## config.mk

```make
export PLATFORM = sky130hd
export DESIGN_NAME = bounded_up_dn_counter
export DESIGN_NICKNAME = d
export VERILOG_FILES = /design/src/rtl/udc_pkg.sv /design/src/rtl/udc_next_calc.sv /design/src/rtl/bounded_up_dn_counter.sv
export SDC_FILE = /design/constraint.sdc
export NUM_CORES = 1
export LEC_CHECK = 0
export ABC_AREA = 1
export CORE_MARGIN = 4
export CORE_UTILIZATION = 25
export CTS_CLUSTER_SIZE = 28
export DETAILED_ROUTE_END_ITERATION = 16
export DONT_BUFFER_PORTS = 1
export MAX_ROUTING_LAYER = met4
export PLACE_DENSITY = 0.41
export SETUP_SLACK_MARGIN = 0.2
export SLEW_MARGIN = 20
export SYNTH_ARGS = -nofsm -noshare
export SYNTH_HDL_FRONTEND = slang
export SYNTH_HIERARCHICAL = 1
export SYNTH_SLANG_ARGS = --single-unit
```

## constraint.sdc

```tcl
create_clock -name clk -period 7.7 [get_ports clk]
set_input_delay 1.925 -clock clk [delete_from_list [all_inputs] [get_ports clk]]
set_output_delay 1.925 -clock clk [all_outputs]
set_load 0.05 [all_outputs]
```

## src/rtl/udc_pkg.sv

```systemverilog
// Shared types and helpers for the bounded up/down counter.
// Holds the operation encoding, the per-edge priority decode and the
// wrap-mode constants used by the top level and the next-value calculator.
package udc_pkg;

    // Values for the WRAP parameter.
    localparam int WRAP_SAT  = 0;  // stop at the violated bound
    localparam int WRAP_ROLL = 1;  // continue from the opposite bound

    // Operation selected for the coming clock edge.
    typedef enum logic [1:0] {
        OP_HOLD = 2'd0,
        OP_LOAD = 2'd1,
        OP_DOWN = 2'd2,
        OP_UP   = 2'd3
    } op_e;

    // Priority decode: bad bounds > load > down > up > hold.
    // en qualifies the count requests only, never the load.
    function automatic op_e udc_decode(
        input logic load,
        input logic up,
        input logic down,
        input logic en,
        input logic cfg_err
    );
        op_e op;
        op = OP_HOLD;
        if (cfg_err) begin
            op = OP_HOLD;
        end else if (load) begin
            op = OP_LOAD;
        end else if (en && down) begin
            op = OP_DOWN;
        end else if (en && up) begin
            op = OP_UP;
        end
        return op;
    endfunction

endpackage

```

## src/rtl/udc_next_calc.sv

```systemverilog
// Combinational next-count and overflow/underflow event calculation.
// All bound comparisons are made one bit wider than the count so that
// count+step and min_val+step never wrap before being compared.
// When the count has been left outside the bounds by a run-time bound
// change, a count request only pulls it back onto the violated bound on
// that edge; the step is not applied and no event is flagged.
module udc_next_calc
    import udc_pkg::*;
#(
    parameter int WIDTH  = 5,
    parameter int STEP_W = 3,
    parameter int WRAP   = WRAP_SAT
) (
    input  op_e               op,
    input  logic [WIDTH-1:0]  count,
    input  logic [WIDTH-1:0]  in_val,
    input  logic [STEP_W-1:0] step,
    input  logic [WIDTH-1:0]  min_val,
    input  logic [WIDTH-1:0]  max_val,
    output logic [WIDTH-1:0]  count_nx,
    output logic              ovf_nx,
    output logic              udf_nx
);

    logic [WIDTH:0]   ext_count;
    logic [WIDTH:0]   ext_step;
    logic [WIDTH:0]   ext_min;
    logic [WIDTH:0]   ext_max;
    logic [WIDTH:0]   up_sum;
    logic [WIDTH:0]   dn_floor;
    logic [WIDTH-1:0] step_w;

    // Widened operands; step is zero-extended.
    always_comb begin
        ext_count = {1'b0, count};
        ext_step  = (WIDTH + 1)'(step);
        ext_min   = {1'b0, min_val};
        ext_max   = {1'b0, max_val};
        step_w    = WIDTH'(step);
        up_sum    = ext_count + ext_step;
        // count - step < min  <=>  count < min + step, with no borrow.
        dn_floor  = ext_min + ext_step;
    end

    // Select the next count and event flags for the decoded operation.
    always_comb begin
        count_nx = count;
        ovf_nx   = 1'b0;
        udf_nx   = 1'b0;
        unique case (op)
            OP_LOAD: begin
                if (in_val < min_val) begin
                    count_nx = min_val;
                end else if (in_val > max_val) begin
                    count_nx = max_val;
                end else begin
                    count_nx = in_val;
                end
            end
            OP_UP: begin
                if (count < min_val) begin
                    count_nx = min_val;
                end else if (count > max_val) begin
                    count_nx = max_val;
                end else if ((WRAP == WRAP_SAT) && (count == max_val)) begin
                    // Parked at the top: keep reporting the overflow.
                    count_nx = max_val;
                    ovf_nx   = 1'b1;
                end else if (up_sum > ext_max) begin
                    count_nx = (WRAP == WRAP_ROLL) ? min_val : max_val;
                    ovf_nx   = 1'b1;
                end else begin
                    count_nx = count + step_w;
                end
            end
            OP_DOWN: begin
                if (count < min_val) begin
                    count_nx = min_val;
                end else if (count > max_val) begin
                    count_nx = max_val;
                end else if ((WRAP == WRAP_SAT) && (count == min_val)) begin
                    // Parked at the bottom: keep reporting the underflow.
                    count_nx = min_val;
                    udf_nx   = 1'b1;
                end else if (ext_count < dn_floor) begin
                    count_nx = (WRAP == WRAP_ROLL) ? max_val : min_val;
                    udf_nx   = 1'b1;
                end else begin
                    count_nx = count - step_w;
                end
            end
            default: begin
                count_nx = count;
            end
        endcase
    end

endmodule

```

## src/rtl/bounded_up_dn_counter.sv

```systemverilog
// Bounded up/down counter with run-time bounds, saturate or wrap mode,
// count enable and registered overflow/underflow pulses.
// Optional sticky status bits are built when UDC_STICKY_STATUS_EN is defined.
module bounded_up_dn_counter
    import udc_pkg::*;
#(
    parameter int          WIDTH     = 5,
    parameter int          STEP_W    = 3,
    parameter int unsigned RESET_VAL = 0,
    parameter int          WRAP      = WRAP_SAT
) (
    input  logic              clk,
    input  logic              rst,
    input  logic              en,
    input  logic              load,
    input  logic [WIDTH-1:0]  in,
    input  logic              up,
    input  logic              down,
    input  logic [STEP_W-1:0] step,
    input  logic [WIDTH-1:0]  min_val,
    input  logic [WIDTH-1:0]  max_val,
    output logic [WIDTH-1:0]  count,
    output logic              high,
    output logic              low,
    output logic              ovf,
    output logic              udf,
    output logic              cfg_err
`ifdef UDC_STICKY_STATUS_EN
    ,
    input  logic              sts_clr,
    output logic              sts_ovf,
    output logic              sts_udf
`endif
);

    logic [WIDTH-1:0] count_q;
    logic [WIDTH-1:0] count_d;
    logic             ovf_q;
    logic             ovf_d;
    logic             udf_q;
    logic             udf_d;
    op_e              op;

    // Bound compares and operation decode for this cycle.
    always_comb begin
        cfg_err = (min_val > max_val);
        high    = (count_q == max_val);
        low     = (count_q == min_val);
        op      = udc_decode(load, up, down, en, cfg_err);
    end

    udc_next_calc #(
        .WIDTH  (WIDTH),
        .STEP_W (STEP_W),
        .WRAP   (WRAP)
    ) u_next_calc (
        .op       (op),
        .count    (count_q),
        .in_val   (in),
        .step     (step),
        .min_val  (min_val),
        .max_val  (max_val),
        .count_nx (count_d),
        .ovf_nx   (ovf_d),
        .udf_nx   (udf_d)
    );

    // Count and event registers; reset overrides every other input.
    always_ff @(posedge clk) begin
        if (rst) begin
            count_q <= WIDTH'(RESET_VAL);
            ovf_q   <= 1'b0;
            udf_q   <= 1'b0;
        end else begin
            count_q <= count_d;
            ovf_q   <= ovf_d;
            udf_q   <= udf_d;
        end
    end

    assign count = count_q;
    assign ovf   = ovf_q;
    assign udf   = udf_q;

`ifdef UDC_STICKY_STATUS_EN
    logic sts_ovf_q;
    logic sts_ovf_d;
    logic sts_udf_q;
    logic sts_udf_d;

    // Sticky bits rise with their event pulse; a new event beats a clear.
    always_comb begin
        sts_ovf_d = ovf_d | (sts_ovf_q & ~sts_clr);
        sts_udf_d = udf_d | (sts_udf_q & ~sts_clr);
    end

    // Sticky status registers.
    always_ff @(posedge clk) begin
        if (rst) begin
            sts_ovf_q <= 1'b0;
            sts_udf_q <= 1'b0;
        end else begin
            sts_ovf_q <= sts_ovf_d;
            sts_udf_q <= sts_udf_d;
        end
    end

    assign sts_ovf = sts_ovf_q;
    assign sts_udf = sts_udf_q;
`endif

endmodule
```

After elaboration in Yosys (flattened, before gate mapping) --
Cells that the tools add are included.
Word-level totals: register bits 7, input port bits 24, output and inout bits 10, word-level logic and storage cells 45
Operators by class: add/sub/neg operators 4, magnitude comparators 7, eq/ne operators 5, mux-type cells 19, bitwise gates (word level) 2, reduce and logical (&&, ||, !) cells 5
Operators with widths (number):
- $mux W5 | 10
- $gt A5 B5 Y1 | 3
- $pmux W5 S3 | 1
- $add A5 B3 Y6 | 2
- $eq A5 B5 Y1 | 2
- $lt A5 B5 Y1 | 2
- $mux W2 | 4
- $reduce_or A4 Y1 | 2
- $gt A6 B5 Y1 | 1
- $lt A5 B6 Y1 | 1
- $add A5 B3 Y5 | 1
- $sub A5 B3 Y5 | 1
- $eq A2 B2 Y1 const B | 2
- $mux W1 | 4
- $reduce_bool A3 Y1 | 1
- $eq A2 B1 Y1 const B | 1
- $logic_and A1 B1 Y1 | 2
- $not A1 Y1 | 2

Logic depth before layout (Yosys ltp) --
Gate-level depths: netlist (run 1).
depth in word-level cells 8, depth in mapped cells 22

Cells and area by module --
Netlist (run 1), hierarchy kept.
Modules (own cells, without submodules):
- udc_next_calc | times used 1, cells an instance 291, area an instance 1761.7 µm², sequential area each 0.0 µm²
- bounded_up_dn_counter | times used 1, cells an instance 70, area an instance 489.2 µm², sequential area each 140.1 µm²

Worst setup path after synthesis (run 1) --
No wires, ideal clock.
path kind input-to-output, start point input port max_val[4], end point output port cfg_err, data arrival time 2.949 ns, data required time 5.775 ns, slack 2.826 ns, stages on the path 7, path buffers 0, path through inv_1 ha_1 nand2_1 nor2_2 nand2_1 nand3_2 and2_1
Between the ends: word-level cells in the longest chain between the ends 1
Ends and longest elaborated chain:
- start: declaration | line bounded_up_dn_counter.sv:21 | input logic [WIDTH-1:0] max_val,
- $gt A5 B5 Y1 | line bounded_up_dn_counter.sv:46 | cfg_err = (min_val > max_val);
- end: declaration | line bounded_up_dn_counter.sv:27 | output logic cfg_err
No other way between the ends.

Worst setup path in the final report (run 1) --
Same ends and word-level chain as after synthesis.

==> results of run 1 <==
-- path summary, 6_finish.rpt --
kind              startpoint        to  slack (ps)  cells after the start
hold / removal      count[4]  count[4]         850                      5
setup reg to reg    count[0]  count[2]        4490                     17
setup / recovery  max_val[4]   cfg_err        2760                      7
hold reg to reg     count[4]  count[4]         850                      5
-- layout make-up --
class / count / area, sq um
inverters: 70 / 265
flip-flops and latches: 7 / 140
repair buffers: 4 / 30.0
clock buffers: 4 / 45.0
multi-input cells: 280 / 1810
well taps: 108 / 135
fillers: 973 / 6290
-- registers in the layout, summed over array words and instances (netlist names) --
| register | count |
|---|---|
| ovf | 1 |
| count | 5 |
| udf | 1 |
-- worst register-to-register path, cell delays in order, from the launching register on --
cell and delay (ps):
dfxtp_1 850, ha_1 330, fa_1 480, ha_1 320, nand2_1 70, nand2_1 50, nand2_1 50, nand2_1 40
nand2_1 50, nand2_1 40, nand2_1 240, nand3_4 150, nand2_1 100, nand3_1 70, nand2_1 70, nand4_1 100
inv_1 60, nor2_1 30
-- cells in the final DEF (no fill, tap or decap), types with 4 or more instances in the layout --
cell type | Yosys | layout
a21oi_1 | 12 | 12
buf_4 | 1 | 4
xnor2_1 | 10 | 10
clkinv_1 | 10 | 10
o21ai_2 | 4 | 4
nand2_1 | 104 | 104
xor2_1 | 6 | 6
nand4_1 | 12 | 12
dfxtp_1 | 7 | 7
nor2_1 | 15 | 15
inv_1 | 58 | 58
nand3_1 | 40 | 40
ha_1 | 42 | 42
o21ai_0 | 4 | 4
nand2_2 | 5 | 5
-- cell families (layout without fill, tap and decap cells) --
group	Yosys count	count (layout)	synth area share, %
buffers and inverters	74	78	13.3
and+or+nand+nor	190	190	39.2
AOI/OAI and AO/OA	29	29	9.01
xor gates and xnor gates	16	16	6.23
adders and majority gates	45	45	26.0
DFF	7	7	6.23
-- through the flow --
stage	hold slack [ps]	utilization, %	power, mW
after CTS	857	27.8	0.344
after floorplan	855	-	0.239
after detailed placement	848	27.3	0.290
after global routing	890	27.8	0.380
final	845	27.8	0.340
after global placement	851	27.3	0.291
-- report_power, final --
part	total, mW	switching [mW]	internal, mW
Combinational	0.243	0.160	0.0822
Clock	0.0516	0.0158	0.0358
Sequential	0.0456	0.00559	0.0400
Total	0.340	0.182	0.158
-- metal layers --
layer / global-route usage (%) / vias to the layer above / share of wire (%)
li1: - / 1164 / -
met1: 20.5 / 1007 / 46
met2: 23.1 / 62 / 45
met3: 2.50 / 4 / 8.2
met4: 1.59 / 0 / 0.62
met5: - / - / 0
==> flow_summary.json, run 1 <==
{
  "final_cells": 473,
  "final_antenna_net_count": 0,
  "firstDrtPassIters": 4,
  "syn_avg_cell_area_sq_um": 6.24,
  "grt_pass1_vias": 2183,
  "postPlaceCellArea_sq_um": 2380,
  "dp.cells": 469,
  "dieWidth_um": 103,
  "endpoint_kind": "primary output",
  "vias": 2237,
  "cts.htree.levels": 1,
  "cts_buffer_depth": 2,
  "synth_edf_count": 0,
  "grt_pass1_wl_mm": 11.5,
  "cpPeakStageDelay_ps": 440,
  "peakVddDrop_v": 0.0000403,
  "cts_setup_buffers": 0,
  "critPathSlowestCell": "and2_1",
  "drtIter0Drc": 166,
  "slew_viol_final": 0,
  "hp-class": "reg2reg",
  "tightest_slew_ps": 972,
  "coreArea_sq_um": 8720,
  "syn2layout_area_growth_pct": 7.78,
  "syn_nets": 430,
  "min_period_over_period_pct": 64.2,
  "tns_ps": 0,
  "yosysMostFrequentCell": "nand2_1",
  "arrival_ps": 3020,
  "cts_sinks": 7,
  "routedWlPerCell_um": 15.1,
  "yosysTopAreaCellShare_pct": 23.3,
  "clk_latency_ps": 230,
  "cts.clk_slew.worst_paths_ps": 40,
  "initial_core_util_pct": 25.8,
  "crit_family": "simple AND/OR/NAND/NOR gates",
  "min_period_ps": 4940,
  "mappedNetlistArea_sq_um": 2250,
  "ctsResizeCount": 0,
  "route.detailed.drc": 0,
  "avgViaCountPerCell": 4.73,
  "fin_area_sq_um": 2430,
  "async_reset_ff_share_pct": 0,
  "diodes": 0,
  "yosys.area.top_type": "ha_1",
  "grt_overflow_total": 0,
  "fin_ws_ps": 2760,
  "worstPathMaxFanout": 5,
  "wl_mm": 7.14,
  "finalHoldViolCount": 0,
  "nets": 435,
  "ys_ff_latch": 7,
  "holdBufCountCts": 0,
  "path_buf_inv": 1,
  "seq_area_frac_synth_pct": 6.23,
  "die_height_um": 103,
  "maxSlewHeadroom_pct": 35.1,
  "yosys-top-cells-area": "ha_1, nand2_1, inv_1, nand3_1, dfxtp_1",
  "crit_type": "in2out",
  "status": "finished, final reports clean",
  "io_buffer_count": 0,
  "p_leak_nw": 1.31,
  "synth_cells": 361,
  "yosys_warnings": 6,
  "critical_path.startpoint_type": "input pin",
  "max_cap_viol_count": 0,
  "setup_viol": 0,
  "rsz0062_at_grt": "no",
  "crit_required_ps": 5780,
  "die_area_sq_um": 10600,
  "synth.distinct_cells": 38,
  "hpwl_mm": 5.93,
  "grtUsageTotal_pct": 14.7,
  "cts_buffers": 3,
  "synth_common_cells": "nand2_1, inv_1, ha_1, nand3_1, nor2_1",
  "ios": 34,
  "synth_ff_type": "dfxtp_1",
  "crit_top_cell": "nand2_1",
  "finClkSkew_ps": 1.53,
  "num_rows": 34,
  "pre_cts_slack_ps": 2750,
  "cts-root-buf": "clkbuf_8",
  "place.gp.congestion": 0.927,
  "cp_cell_sequence": "inv_1, ha_1, nand2_1, nor2_2, nand2_1, nand3_2, and2_1",
  "power.density_nw_per_um2": 140,
  "grt_max_degree": 14,
  "drive_gt1_share_pct": 8.77,
  "antenna_found_initial": 0,
  "cts_tree": "built",
  "max_freq_ghz": 0.202
}
Power figures use the tool's default switching activity.
==> run 2, diff against run 1 <==
==> constraint.sdc (replaced) <==
create_clock -name clk -period 4.58 [get_ports clk]
set_input_delay 1.145 -clock clk [delete_from_list [all_inputs] [get_ports clk]]
set_output_delay 1.145 -clock clk [all_outputs]
set_load 0.05 [all_outputs]
==> run 2 against run 1 <==
Compared with the run above: die area unchanged; critical path depth unchanged; setup slack got worse by 1600 ps; power increased by 67%; sequential cell count unchanged; global-route usage decreased by 0.48 points; combinational power increased by 64%; register-to-register slack got worse by 3000 ps; sequential power increased by 88%; routed wire length decreased by 3.4%.
==> flow_summary.json, run 2 (synthesis gave the netlist of run 1 again) <==
{
  "num_rows": 34,
  "endpoint_kind": "primary output",
  "min_path_cells": 4,
  "crit_family": "simple AND/OR/NAND/NOR gates",
  "internal_power_mw": 0.270,
  "post-route-util_pct": 28.1,
  "rsz0062_at_grt": "no",
  "hpwl_mm": 5.76,
  "path_buf_inv": 1,
  "fill_cells": 988,
  "drive_gt1_share_pct": 9.51,
  "max_freq_ghz": 0.296,
  "postPlaceCellArea_sq_um": 2400,
  "comb_power_share_pct": 70.1,
  "vias": 2221,
  "holdBufCountCts": 0,
  "clk_latency_ps": 220,
  "crit_required_ps": 3430,
  "route.detailed.drc": 0,
  "cpPeakStageDelay_ps": 440,
  "min_period_over_period_pct": 73.7,
  "largest_reg_flops": 5,
  "final_cell_mix": "nand2_1, inv_1, ha_1, nand3_1, nor2_1",
  "ctsResizeCount": 0,
  "slew_viol_final": 0,
  "antenna_found_initial": 0,
  "diodes": 0,
  "grt_max_degree": 14,
  "tns_ps": 0,
  "status": "finished, final reports clean",
  "nets": 438,
  "place.gp.congestion": 0.840,
  "io_buffer_count": 0,
  "critPathSlowestCell": "and2_1",
  "avgViaCountPerCell": 4.67,
  "critical_path.startpoint_type": "input pin",
  "grt_overflow_total": 0,
  "die_area_sq_um": 10600,
  "die_height_um": 103,
  "routedWlPerCell_um": 14.5,
  "hp-class": "reg2reg",
  "crit_type": "in2out",
  "max_cap_viol_count": 0,
  "cp_cell_sequence": "inv_1, ha_1, nand2_1, nor2_2, nand2_1, nand3_2, and2_1",
  "final_antenna_net_count": 0,
  "cts_setup_buffers": 0,
  "ff2ff_path_depth": 17,
  "grt_pass1_vias": 2180,
  "coreArea_sq_um": 8720,
  "cts_buffer_depth": 2,
  "cts-root-buf": "clkbuf_8",
  "setup_viol": 0,
  "initial_core_util_pct": 25.8,
  "cts_sinks": 7,
  "power_switching_mw": 0.299,
  "syn2layout_area_growth_pct": 8.78,
  "dieWidth_um": 103,
  "worstSetupPathDepth": 7,
  "dp.cells": 472,
  "finalHoldViolCount": 0,
  "arrival_ps": 2230,
  "finClkSkew_ps": 1.11,
  "ios": 34,
  "grt_pass1_wl_mm": 11.2,
  "final_common_cell": "nand2_1",
  "worstPathMaxFanout": 5,
  "cts_buffers": 3,
  "power.density_nw_per_um2": 232,
  "firstDrtPassIters": 4,
  "final_cells": 476,
  "drtIter0Drc": 106,
  "p_leak_nw": 1.33,
  "peakVddDrop_v": 0.0000569,
  "cts_tree": "built",
  "wl_mm": 6.90,
  "swShare_pct": 52.5,
  "crit_top_cell": "nand2_1",
  "clock_power_share_pct": 14.8,
  "min_period_ps": 3380,
  "cts.htree.levels": 1,
  "tightest_slew_ps": 889,
  "grtUsageTotal_pct": 14.2,
  "p_seq_share_pct": 15.1,
  "maxSlewHeadroom_pct": 40.5,
  "fin_area_sq_um": 2450,
  "cts.clk_slew.worst_paths_ps": 40
}
-- run 2: cell types whose count changed in the layout (fill, tap and decap cells not counted) --
| cell | change |
|---|---|
| buf_4 | +3 |
-- run 2: final cells by class --
class	count	area (sq um)	area share (%)
inverter	70	265	10.8
clock buffer	4	45.0	1.84
timing repair buffer	7	52.6	2.15
tap	108	135	5.52
sequential	7	140	5.72
multi-input combinational	280	1810	73.9
-- run 2: stage by stage --
step / power [mW] / worst slack (ps) / hold WS (ps)
5_1_grt: 0.637 / 875 / 810
6_report: 0.569 / 1200 / 760
3_3_place_gp: 0.484 / 1070 / 765
2_1_floorplan: 0.401 / 1270 / 855
4_1_cts: 0.575 / 1190 / 775
3_5_place_dp: 0.487 / 1010 / 770
-- run 2: final timing paths --
check,from,to,slack [ps]
max reg2reg,count[0],count[3],1470
max,max_val[4],cfg_err,1200
min reg2reg,count[1],count[1],760
min,count[1],count[1],760
-- run 2: power by group through the flow --
stage / logic, mW / registers [mW] / clock network, mW
after detailed placement: 0.399 / 0.0873 / 0
after global routing: 0.458 / 0.0868 / 0.0915
final: 0.399 / 0.0858 / 0.0844
after CTS: 0.401 / 0.0863 / 0.0873
after global placement: 0.396 / 0.0879 / 0
after floorplan: 0.300 / 0.102 / 0
-- run 2: tightest hold or removal path: stages, from the launching register on --
cell     delay [ps]
dfxtp_1         420
nand2_1         120
nand4_1          90
inv_1            60
nor2_1           30
-- run 2: metal layers --
layer	part of all wire, %	global-route usage [%]	up-vias
li1	-	-	1172
met1	47	19.3	995
met2	45	22.7	52
met3	7.0	2.57	2
met4	0.20	1.79	0
met5	0	-	-
